## config.mk

```make
export PLATFORM = sky130hd
export DESIGN_NAME = cpu_id_flat
export DESIGN_NICKNAME = d
export VERILOG_FILES = /design/src/rtl/cpu_id_pkg.sv /design/src/rtl/cpu_id_if.sv /design/src/rtl/cpu_id_rf.sv /design/src/rtl/cpu_id.sv /design/src/flat_wrapper.sv
export SDC_FILE = /design/constraint.sdc
export NUM_CORES = 2
export LEC_CHECK = 0
export ABC_AREA = 1
export BUFFER_PORTS_ARGS = -buffer_cell sky130_fd_sc_hd__buf_2
export CAP_MARGIN = 20
export CORE_ASPECT_RATIO = 0.75
export CORE_UTILIZATION = 35
export DETAILED_ROUTE_END_ITERATION = 8
export PLACE_DENSITY_LB_ADDON = 0.12
export SKIP_CTS_REPAIR_TIMING = 1
export SLEW_MARGIN = 40
export SYNTH_ARGS = -nofsm -noshare
export SYNTH_HDL_FRONTEND = slang
export SYNTH_SLANG_ARGS = --single-unit
export TNS_END_PERCENT = 50
```

## constraint.sdc

```tcl
create_clock -name clk -period 32.8 [get_ports clk]
set_input_delay 1.64 -clock clk [delete_from_list [all_inputs] [get_ports clk]]
set_output_delay 1.64 -clock clk [all_outputs]
set_load 0.05 [all_outputs]
```

## src/rtl/cpu_id_pkg.sv

```systemverilog
// Shared decode constants and the ID->EX register bundle.
package cpu_id_pkg;

    localparam logic [5:0] OP_RTYPE = 6'h00;
    localparam logic [5:0] OP_J     = 6'h02;
    localparam logic [5:0] OP_JAL   = 6'h03;
    localparam logic [5:0] OP_BEQ   = 6'h04;
    localparam logic [5:0] OP_BNE   = 6'h05;
    localparam logic [5:0] OP_ADDIU = 6'h09;
    localparam logic [5:0] OP_SLTI  = 6'h0A;
    localparam logic [5:0] OP_SLTIU = 6'h0B;
    localparam logic [5:0] OP_ANDI  = 6'h0C;
    localparam logic [5:0] OP_ORI   = 6'h0D;
    localparam logic [5:0] OP_LUI   = 6'h0F;
    localparam logic [5:0] OP_LW    = 6'h23;
    localparam logic [5:0] OP_SW    = 6'h2B;

    localparam logic [5:0] FN_SLL  = 6'h00;
    localparam logic [5:0] FN_SRL  = 6'h02;
    localparam logic [5:0] FN_JR   = 6'h08;
    localparam logic [5:0] FN_JALR = 6'h09;

    localparam logic [1:0] WB_ALU = 2'd0;
    localparam logic [1:0] WB_MEM = 2'd1;
    localparam logic [1:0] WB_PC4 = 2'd2;

    localparam logic [4:0] REG_RA = 5'd31;

    typedef struct packed {
        logic [31:0] pc;
        logic [31:0] rfa;
        logic [31:0] rfb;
        logic [31:0] imm;
        logic [4:0]  shamt;
        logic [5:0]  op;
        logic [5:0]  func;
        logic [4:0]  rf_dest;
        logic        rfw;
        logic [1:0]  wbsource;
        logic [1:0]  drw;
        logic        b;
        logic        j;
        logic        jr;
        logic [31:0] jaddr;
    } id_ex_t;

endpackage

```

## src/rtl/cpu_id_if.sv

```systemverilog
// Decode-stage bus: fetch registers, writeback port, and the EX-bound bundle.
interface cpu_id_if;
    logic        cpu_stall;
    logic        flush;
    logic [31:0] if_pc;
    logic [31:0] if_inst;
    logic        wb_we;
    logic [4:0]  wb_rd;
    logic [31:0] wb_data;
    logic        stall;
    logic [31:0] p_pc;
    logic [31:0] p_rfa;
    logic [31:0] p_rfb;
    logic [31:0] p_imm;
    logic [4:0]  p_shamt;
    logic [5:0]  p_op;
    logic [5:0]  p_func;
    logic [4:0]  p_rf_dest;
    logic        p_c_rfw;
    logic [1:0]  p_c_wbsource;
    logic [1:0]  p_c_drw;
    logic        p_c_b;
    logic        p_c_j;
    logic        p_c_jr;
    logic [31:0] p_jaddr;

    modport master (
        output cpu_stall, flush, if_pc, if_inst, wb_we, wb_rd, wb_data,
        input  stall, p_pc, p_rfa, p_rfb, p_imm, p_shamt, p_op, p_func,
        input  p_rf_dest, p_c_rfw, p_c_wbsource, p_c_drw, p_c_b, p_c_j,
        input  p_c_jr, p_jaddr
    );

    modport slave (
        input  cpu_stall, flush, if_pc, if_inst, wb_we, wb_rd, wb_data,
        output stall, p_pc, p_rfa, p_rfb, p_imm, p_shamt, p_op, p_func,
        output p_rf_dest, p_c_rfw, p_c_wbsource, p_c_drw, p_c_b, p_c_j,
        output p_c_jr, p_jaddr
    );
endinterface

```

## src/rtl/cpu_id_rf.sv

```systemverilog
// 32x32 register file: two async reads with write-through, one gated write.
module cpu_id_rf (
    input  logic        clk,
    input  logic        rst,
    input  logic        cpu_stall,
    input  logic [4:0]  ra_idx,
    input  logic [4:0]  rb_idx,
    output logic [31:0] ra_data,
    output logic [31:0] rb_data,
    input  logic        we,
    input  logic [4:0]  wd_idx,
    input  logic [31:0] wd
);
    logic [31:0] regs_q [32];
    logic [31:0] regs_d [32];

    function automatic logic [31:0] rd_port(input logic [4:0] idx);
        if (idx == 5'd0)
            return 32'd0;
        else if (we && wd_idx == idx)
            return wd;
        else
            return regs_q[idx];
    endfunction

    always_comb begin
        regs_d = regs_q;
        if (we && !cpu_stall && wd_idx != 5'd0)
            regs_d[wd_idx] = wd;
    end

    always_ff @(posedge clk or posedge rst) begin
        if (rst)
            regs_q <= '{default: '0};
        else
            regs_q <= regs_d;
    end

    assign ra_data = rd_port(ra_idx);
    assign rb_data = rd_port(rb_idx);
endmodule

```

## src/rtl/cpu_id.sv

```systemverilog
// Decode stage: field decode, operand read, load-use detection, ID/EX register.
import cpu_id_pkg::*;

module cpu_id (
    input logic       clk,
    input logic       rst,
    cpu_id_if.slave   bus
);
    id_ex_t      p_q, p_d, dec;
    logic [5:0]  op, func;
    logic [4:0]  rs, rt, rd, dest;
    logic [15:0] imm;
    logic [31:0] rfa, rfb;
    logic [3:0]  pc4_hi;
    logic        valid, wr, uses_rs, uses_rt, stall;

    assign op   = bus.if_inst[31:26];
    assign rs   = bus.if_inst[25:21];
    assign rt   = bus.if_inst[20:16];
    assign rd   = bus.if_inst[15:11];
    assign func = bus.if_inst[5:0];
    assign imm  = bus.if_inst[15:0];

    // upper nibble of pc+4 without a full 32-bit adder
    assign pc4_hi = bus.if_pc[31:28] + {3'b000, &bus.if_pc[27:2]};

    cpu_id_rf u_rf (
        .clk       (clk),
        .rst       (rst),
        .cpu_stall (bus.cpu_stall),
        .ra_idx    (rs),
        .rb_idx    (rt),
        .ra_data   (rfa),
        .rb_data   (rfb),
        .we        (bus.wb_we),
        .wd_idx    (bus.wb_rd),
        .wd        (bus.wb_data)
    );

    always_comb begin
        dec     = '0;
        valid   = 1'b1;
        wr      = 1'b0;
        dest    = rt;
        uses_rs = 1'b1;
        uses_rt = 1'b0;
        case (op)
            OP_RTYPE: begin
                uses_rt = 1'b1;
                dest    = rd;
                wr      = 1'b1;
                if (func == FN_JR) begin
                    wr     = 1'b0;
                    dec.jr = 1'b1;
                end
                if (func == FN_JALR) begin
                    dest         = REG_RA;
                    dec.jr       = 1'b1;
                    dec.wbsource = WB_PC4;
                end
                if (func == FN_SLL || func == FN_SRL)
                    uses_rs = 1'b0;
            end
            OP_J: begin
                uses_rs = 1'b0;
                dec.j   = 1'b1;
                dest    = 5'd0;
            end
            OP_JAL: begin
                uses_rs      = 1'b0;
                dec.j        = 1'b1;
                wr           = 1'b1;
                dest         = REG_RA;
                dec.wbsource = WB_PC4;
            end
            OP_BEQ, OP_BNE: begin
                uses_rt = 1'b1;
                dec.b   = 1'b1;
                dest    = 5'd0;
            end
            OP_ADDIU, OP_SLTI, OP_SLTIU, OP_ANDI, OP_ORI: wr = 1'b1;
            OP_LUI: begin
                uses_rs = 1'b0;
                wr      = 1'b1;
            end
            OP_LW: begin
                wr           = 1'b1;
                dec.drw      = 2'b10;
                dec.wbsource = WB_MEM;
            end
            OP_SW: begin
                uses_rt = 1'b1;
                dec.drw = 2'b01;
                dest    = 5'd0;
            end
            default: valid = 1'b0;
        endcase
        dec.pc      = bus.if_pc;
        dec.rfa     = rfa;
        dec.rfb     = rfb;
        dec.imm     = (op == OP_ANDI || op == OP_ORI) ? {16'h0, imm}
                                                      : {{16{imm[15]}}, imm};
        dec.shamt   = bus.if_inst[10:6];
        dec.op      = op;
        dec.func    = func;
        dec.rf_dest = dest;
        dec.rfw     = wr && dest != 5'd0;
        dec.jaddr   = {pc4_hi, bus.if_inst[25:0], 2'b00};
        if (!valid)
            dec = '0;
    end

    assign stall = p_q.drw[1] && p_q.rf_dest != 5'd0 &&
                   ((uses_rs && rs == p_q.rf_dest) ||
                    (uses_rt && rt == p_q.rf_dest));

    always_comb begin
        p_d = p_q;
        if (!bus.cpu_stall)
            p_d = (bus.flush || stall) ? '0 : dec;
    end

    always_ff @(posedge clk or posedge rst) begin
        if (rst)
            p_q <= '0;
        else
            p_q <= p_d;
    end

    assign bus.stall        = stall;
    assign bus.p_pc         = p_q.pc;
    assign bus.p_rfa        = p_q.rfa;
    assign bus.p_rfb        = p_q.rfb;
    assign bus.p_imm        = p_q.imm;
    assign bus.p_shamt      = p_q.shamt;
    assign bus.p_op         = p_q.op;
    assign bus.p_func       = p_q.func;
    assign bus.p_rf_dest    = p_q.rf_dest;
    assign bus.p_c_rfw      = p_q.rfw;
    assign bus.p_c_wbsource = p_q.wbsource;
    assign bus.p_c_drw      = p_q.drw;
    assign bus.p_c_b        = p_q.b;
    assign bus.p_c_j        = p_q.j;
    assign bus.p_c_jr       = p_q.jr;
    assign bus.p_jaddr      = p_q.jaddr;
endmodule

```

## src/flat_wrapper.sv

```systemverilog
// flat-port wrapper written by rule: the top's interface ports become plain ports
module cpu_id_flat 
  (clk, rst, bus_cpu_stall, bus_flush, bus_if_pc, bus_if_inst, bus_wb_we, bus_wb_rd, bus_wb_data, bus_stall, bus_p_pc, bus_p_rfa, bus_p_rfb, bus_p_imm, bus_p_shamt, bus_p_op, bus_p_func, bus_p_rf_dest, bus_p_c_rfw, bus_p_c_wbsource, bus_p_c_drw, bus_p_c_b, bus_p_c_j, bus_p_c_jr, bus_p_jaddr);
  cpu_id_if bus_i ();
  input logic clk;
  input logic rst;
  input wire logic [$bits(bus_i.cpu_stall)-1:0] bus_cpu_stall;
  input wire logic [$bits(bus_i.flush)-1:0] bus_flush;
  input wire logic [$bits(bus_i.if_pc)-1:0] bus_if_pc;
  input wire logic [$bits(bus_i.if_inst)-1:0] bus_if_inst;
  input wire logic [$bits(bus_i.wb_we)-1:0] bus_wb_we;
  input wire logic [$bits(bus_i.wb_rd)-1:0] bus_wb_rd;
  input wire logic [$bits(bus_i.wb_data)-1:0] bus_wb_data;
  output wire logic [$bits(bus_i.stall)-1:0] bus_stall;
  output wire logic [$bits(bus_i.p_pc)-1:0] bus_p_pc;
  output wire logic [$bits(bus_i.p_rfa)-1:0] bus_p_rfa;
  output wire logic [$bits(bus_i.p_rfb)-1:0] bus_p_rfb;
  output wire logic [$bits(bus_i.p_imm)-1:0] bus_p_imm;
  output wire logic [$bits(bus_i.p_shamt)-1:0] bus_p_shamt;
  output wire logic [$bits(bus_i.p_op)-1:0] bus_p_op;
  output wire logic [$bits(bus_i.p_func)-1:0] bus_p_func;
  output wire logic [$bits(bus_i.p_rf_dest)-1:0] bus_p_rf_dest;
  output wire logic [$bits(bus_i.p_c_rfw)-1:0] bus_p_c_rfw;
  output wire logic [$bits(bus_i.p_c_wbsource)-1:0] bus_p_c_wbsource;
  output wire logic [$bits(bus_i.p_c_drw)-1:0] bus_p_c_drw;
  output wire logic [$bits(bus_i.p_c_b)-1:0] bus_p_c_b;
  output wire logic [$bits(bus_i.p_c_j)-1:0] bus_p_c_j;
  output wire logic [$bits(bus_i.p_c_jr)-1:0] bus_p_c_jr;
  output wire logic [$bits(bus_i.p_jaddr)-1:0] bus_p_jaddr;
  assign bus_i.cpu_stall = bus_cpu_stall;
  assign bus_i.flush = bus_flush;
  assign bus_i.if_pc = bus_if_pc;
  assign bus_i.if_inst = bus_if_inst;
  assign bus_i.wb_we = bus_wb_we;
  assign bus_i.wb_rd = bus_wb_rd;
  assign bus_i.wb_data = bus_wb_data;
  assign bus_stall = bus_i.stall;
  assign bus_p_pc = bus_i.p_pc;
  assign bus_p_rfa = bus_i.p_rfa;
  assign bus_p_rfb = bus_i.p_rfb;
  assign bus_p_imm = bus_i.p_imm;
  assign bus_p_shamt = bus_i.p_shamt;
  assign bus_p_op = bus_i.p_op;
  assign bus_p_func = bus_i.p_func;
  assign bus_p_rf_dest = bus_i.p_rf_dest;
  assign bus_p_c_rfw = bus_i.p_c_rfw;
  assign bus_p_c_wbsource = bus_i.p_c_wbsource;
  assign bus_p_c_drw = bus_i.p_c_drw;
  assign bus_p_c_b = bus_i.p_c_b;
  assign bus_p_c_j = bus_i.p_c_j;
  assign bus_p_c_jr = bus_i.p_c_jr;
  assign bus_p_jaddr = bus_i.p_jaddr;
  cpu_id u_core (.clk(clk), .rst(rst), .bus(bus_i));
endmodule
```

Word level (Yosys, flattened, before mapping)
Cells that the tools add are included.
{"block": "totals", "ff_bits": 1214, "word_cells": 136}
{"block": "classes", "add_sub_neg": 1, "n_lt_le_gt_ge": 4, "eq_ne": 19, "n_mux": 32, "bitwise": 3, "n_reduce_logical": 30}
{"op": "bitwise mux 1024 bit", "count": 1}
{"op": "2-to-1 mux 190 bit", "count": 2}
{"op": "binary-select mux 32 bit (select 5 bit)", "count": 2}
{"op": "2-to-1 mux 32 bit", "count": 10}
{"op": "demux 32 bit (select 5 bit)", "count": 1}
{"op": "equality test 6 x 4 -> 1 bit (second input constant)", "count": 8}
{"op": "AND reduction 26 bit", "count": 1}
{"op": "equality test 5 bit", "count": 4}
{"op": "equality test 6 x 2 -> 1 bit (second input constant)", "count": 3}
{"op": "greater-or-equal comparator 6 bit (second input constant)", "count": 3}
{"op": "inverter 5 -> 6 bit", "count": 3}
{"op": "case mux 5 bit (3 select lines)", "count": 1}
{"op": "nonzero test 5 bit", "count": 3}
{"op": "OR reduction 13 bit", "count": 1}
{"op": "equality test 6 x 3 -> 1 bit (second input constant)", "count": 2}
{"op": "equality test 6 bit (second input constant)", "count": 2}
{"op": "logical NOT 6 bit", "count": 2}
{"op": "logical AND 1 bit", "count": 10}
{"op": "logical NOT 5 bit", "count": 2}
{"op": "2-to-1 mux 1 bit", "count": 9}
{"op": "OR reduction 4 bit", "count": 2}
{"op": "OR reduction 8 bit", "count": 1}
{"op": "less-than comparator 6 x 1 -> 1 bit (second input constant)", "count": 1}
{"op": "case mux 2 bit (3 select lines)", "count": 1}
{"op": "9 further kinds", "count": 14}

Depth between registers and ports, before layout
{"block": "logic_depth", "depth_word": 9, "mapped_depth": 16, "mapped_depth_nobuf": 13}

Hierarchy
Synthesis repeated with hierarchy kept, for this count alone.
{"block": "unflattened", "hier_cells": 9633, "hier_area_um2": 66010.8}
{"mod": "cpu_id_rf", "n_inst": 1, "cells_each": 8843, "area_each_um2": 59482.0, "seq_area_each_um2": 25624.6}
{"mod": "cpu_id", "n_inst": 1, "cells_each": 790, "area_each_um2": 6528.8, "seq_area_each_um2": 3628.5}

Least setup slack after synthesis
Ideal clock, no wire load.
{"block": "synth_path", "path_kind": "in2out", "start": "in bus_if_inst[25]", "end": "out bus_stall", "t_arrival_ps": 2786, "slack_ps": 28374, "stages": 11, "cell_sequence": "buf_2 -> clkinv_1 -> nand2_1 -> o21ai_0 -> inv_1 -> nand2_1 -> nor2_1 -> nand2_1 -> nand2_1 -> nand2_1 -> inv_1"}
{"block": "synth_between", "elab_chain_len": 4}
{"item": "start, declared", "line_no": "flat_wrapper.sv:10", "text": "input wire logic [$bits(bus_i.if_inst)-1:0] bus_if_inst;"}
{"item": "equality test 5 bit", "line_no": "cpu_id.sv:114", "text": "((uses_rs && rs == p_q.rf_dest) ||"}
{"item": "logical AND 1 bit", "line_no": "cpu_id.sv:114"}
{"item": "logical OR 1 bit", "line_no": "cpu_id.sv:114"}
{"item": "logical AND 1 bit", "line_no": "cpu_id.sv:113", "text": "assign stall = p_q.drw[1] && p_q.rf_dest != 5'd0 &&"}
{"item": "end, declared", "line_no": "flat_wrapper.sv:14", "text": "output wire logic [$bits(bus_i.stall)-1:0] bus_stall;"}
No other way between the ends.

Final worst setup path
{"block": "layout_path", "start": "in bus_if_inst[18]", "end": "out bus_stall"}
{"block": "layout_between", "elab_chain_len": 4}
{"item": "equality test 5 bit", "line_no": "cpu_id.sv:115", "text": "(uses_rt && rt == p_q.rf_dest));"}
{"item": "logical AND 1 bit", "line_no": "cpu_id.sv:115"}
{"item": "logical OR 1 bit", "line_no": "cpu_id.sv:114"}
{"item": "logical AND 1 bit", "line_no": "cpu_id.sv:113"}
No other way between the ends.

==> reports/qor.csv <==
stage,metric,value,unit
cells_and_area,final_common_cell,nand2_1,
cells_and_area,final_cell_mix,"3049 x nand2_1, 1170 x dfrtp_1, 1128 x o21ai_0",
timing,hold_viol_final,0,
logic_synthesis,synth_top_family_by_area,simple AND/OR/NAND/NOR gates,
global_route,gr-total-overflow,0,
setup_path,required,31160,ps
setup_path,critPathMaxFanout,32,
setup_path,start_kind,input port,
timing,maxSlewViolCount,0,
detailed_routing,drt_iter0_drc,6904,
detailed_routing,drcViolationCount,0,
floorplan,io_pins,297,
logic_synthesis,synth.distinct_cells,34,
detailed_routing,vias,62500,
timing,rsz0062_at_grt,no,
cells_and_area,nNetsFinal,9008,
logic_synthesis,syn_area,64900,µm²
logic_synthesis,synth_simple_gate_area_share,0.293,
logic_synthesis,synth_edf_count,0,
timing,relSlewSlack,0.384,
timing,fin_crit,5680,ps
logic_synthesis,synth-main-ff-cell,dfrtp_1,
power_and_ir_drop,totalPowerFinal,4.05,mW
logic_synthesis,yosys_warnings,0,
power_and_ir_drop,p_leak,35.4,nW
clocking,tritoncts,yes,
clocking,cts-root-buf,clkbuf_16,
timing,fin_tns_setup,0,ps
global_route,grt_pass1_vias,57600,
setup_path,arrival,4040,ps
detailed_routing,via_per_inst,5.46,
setup_path,end_kind,primary output,
logic_synthesis,synthCells,9180,
placement,dp_hpwl,146000,µm
global_route,grt_pass1_wl,396000,µm
clocking,htreeDepth,4,
cells_and_area,postLayoutCoreUtil,0.394,
detailed_routing,wl,267000,µm
setup_path,r2r_slack,30290,ps
power_and_ir_drop,clock_power_share,0.408,
floorplan,die_area,187000,µm²
power_and_ir_drop,irDropWorstVdd,0.0312,mV
floorplan,die_h,375,µm
floorplan,die_w,499,µm
flow_run,drv_cap,0,
logic_synthesis,synth-seq-cells,1170,
setup_path,worstSetupPathType,in2out,
global_route,grt_max_degree,192,
power_and_ir_drop,switching_power,1.24,mW
cells_and_area,n_fill_cell,19300,
cells_and_area,layout-drive-gt1-share,0.0910,
timing,setup_violations,0,
detailed_routing,drt_first_pass_iters,6,
clocking,cts_buffers,141,
clocking,clk_path_buf_depth,3,
timing,max_freq,176,MHz
detailed_routing,drtAntennaViolNets,0,
worst_hold_path,hp-start,u_core.u_rf.regs_q[1007],
global_route,grtUsageTotal,0.282,
setup_path,r2r_start,u_core.bus.p_rf_dest[0],
floorplan,initial_core_util,0.353,
timing,finalCritPeriodShare,0.173,
power_and_ir_drop,sequentialPowerShare,0.424,
run_status,status,"complete, no violations",
logic_synthesis,synth-seq-area-share,0.451,
cells_and_area,area_delta_synth_final,11.5,%
floorplan,core.rowCount,136,
worst_hold_path,hold_path.class,reg2reg,
power_and_ir_drop,sw_frac_of_total,0.307,
setup_path,setup.worst_path.start,bus_if_inst[18],
clocking,clock-sinks,1170,
detailed_routing,wire_per_inst,23.4,µm
power_and_ir_drop,comb_power_share,0.167,
logic_synthesis,yosys.area_share.xor_xnor,0.000810,
clocking,clock_latency,790,ps
logic_synthesis,synthAdderAreaFrac,0.000386,
power_and_ir_drop,powerDensity,56.0,nW/µm²
placement,port_buffers,294,
timing,fin_skew,21.2,ps
floorplan,fp.coreArea,184000,µm²
global_route,antenna_found_initial,11,
logic_synthesis,synth_compound_area_frac,0.159,
clocking,clkTransAtPathRegs,60,ps
logic_synthesis,synthMuxAreaShare,0,
timing,tightest_slew,924,ps
placement,gp_congestion,0.837,
logic_synthesis,avgSynthCellArea,7.07,µm²
power_and_ir_drop,p_int,2.81,mW
logic_synthesis,ys_async_sr_fraction,1.00,
cell type report:
type | instances | area (µm²) | share of cell area
multi-input combinational | 6467 | 29800 | 0.412
sequential | 1170 | 29300 | 0.405
clock buffer | 217 | 4310 | 0.0595
tap | 2415 | 3020 | 0.0418
timing repair buffer | 410 | 2740 | 0.0378
inverter | 710 | 2710 | 0.0374
clock inverter | 38 | 489 | 0.00676
antenna | 5 | 12.5 | 0.000173
critical path, cell delays in order:
cell	delay (ps)
buf_4	570
inv_4	410
buf_4	430
nand2_1	120
nand4_1	100
nor2_1	110
nand2_1	50
nand2_1	70
nand2_1	90
inv_1	60
buf_2	260
registers in the layout (all words and copies together), names as in the netlist, 6 cells and up:
name / flops
u_core.bus.p_pc: 32
u_core.bus.p_jaddr: 14
u_core.bus.p_rfa: 32
u_core.u_rf.regs_q: 1024
u_core.bus.p_rfb: 32
u_core.bus.p_imm: 8
u_core.bus.p_op: 6
synth_stat cells (13+ instances only):
cell type  number  area [µm²]
buf_2         142         711
o211ai_1      469        3520
nand3_1       971        4860
a21oi_1       205        1030
nand4_1        13        81.3
buf_4          56         420
dfrtp_1      1170       29300
clkbuf_1      583        2190
nand2_2        27         169
nor2_1        450        1690
buf_1          52         195
o21ai_0      1128        5650
nand2_1      3055       11500
or2_2          92         576
o21ai_1        15        75.1
inv_1         702        2640
metrics by stage:
| step | hold slack, ps | cells | setup WS, ps | instance area [µm²] |
|---|---|---|---|---|
| 3_5_place_dp | 390 | 11200 | 27180 | 67400 |
| 3_3_place_gp | 387 | 11200 | 27190 | 66900 |
| 5_1_grt | 411 | 11400 | 27030 | 72300 |
| 2_1_floorplan | 443 | 9181 | 15000 | 64900 |
| 6_report | 399 | 11400 | 27120 | 72300 |
| 4_1_cts | 402 | 11400 | 27170 | 72200 |
metal layers:
metal	vias up	share of wire	GRT usage
met3	405	0.070	0.0378
met5	-	0.00010	0
met4	4	0.030	0.0834
li1	29100	-	-
met2	2458	0.44	0.441
met1	30500	0.46	0.402
path summary, 6_finish.rpt:
| check | end | cells past startpoint |
|---|---|---|
| setup / recovery | bus_stall | 11 |
| hold / removal | u_core.u_rf.regs_q[1007] | 0 |
| setup reg to reg | u_core.bus.p_pc[16] | 14 |
| hold reg to reg | u_core.u_rf.regs_q[1007] | 0 |
| max in group asynchronous | u_core.u_rf.regs_q[577] | 8 |
| min in group asynchronous | u_core.u_rf.regs_q[251] | 3 |
logic make-up (layout without fill, tap and decap cells):
| logic type | Yosys count | count (layout) |
|---|---|---|
| AND/OR/NAND/NOR | 4631 | 4631 |
| AO/OA/AOI/OAI | 1826 | 1826 |
| flip-flops | 1170 | 1170 |
| buffers and inverters | 1544 | 1375 |
| other | 1 | 7 |
| adder cells (fa/ha/maj) | 2 | 2 |
| XOR/XNOR | 6 | 6 |
power groups by stage:
stage | registers [mW] | clock network, mW | logic [mW]
after floorplan | 1.74 | 0 | 0.471
after global placement | 1.74 | 0 | 0.656
after detailed placement | 1.74 | 0 | 0.672
after CTS | 1.72 | 1.68 | 0.674
after global routing | 1.74 | 1.74 | 0.770
final | 1.72 | 1.65 | 0.678
Note: power is estimated with default switching activity, not from simulation.
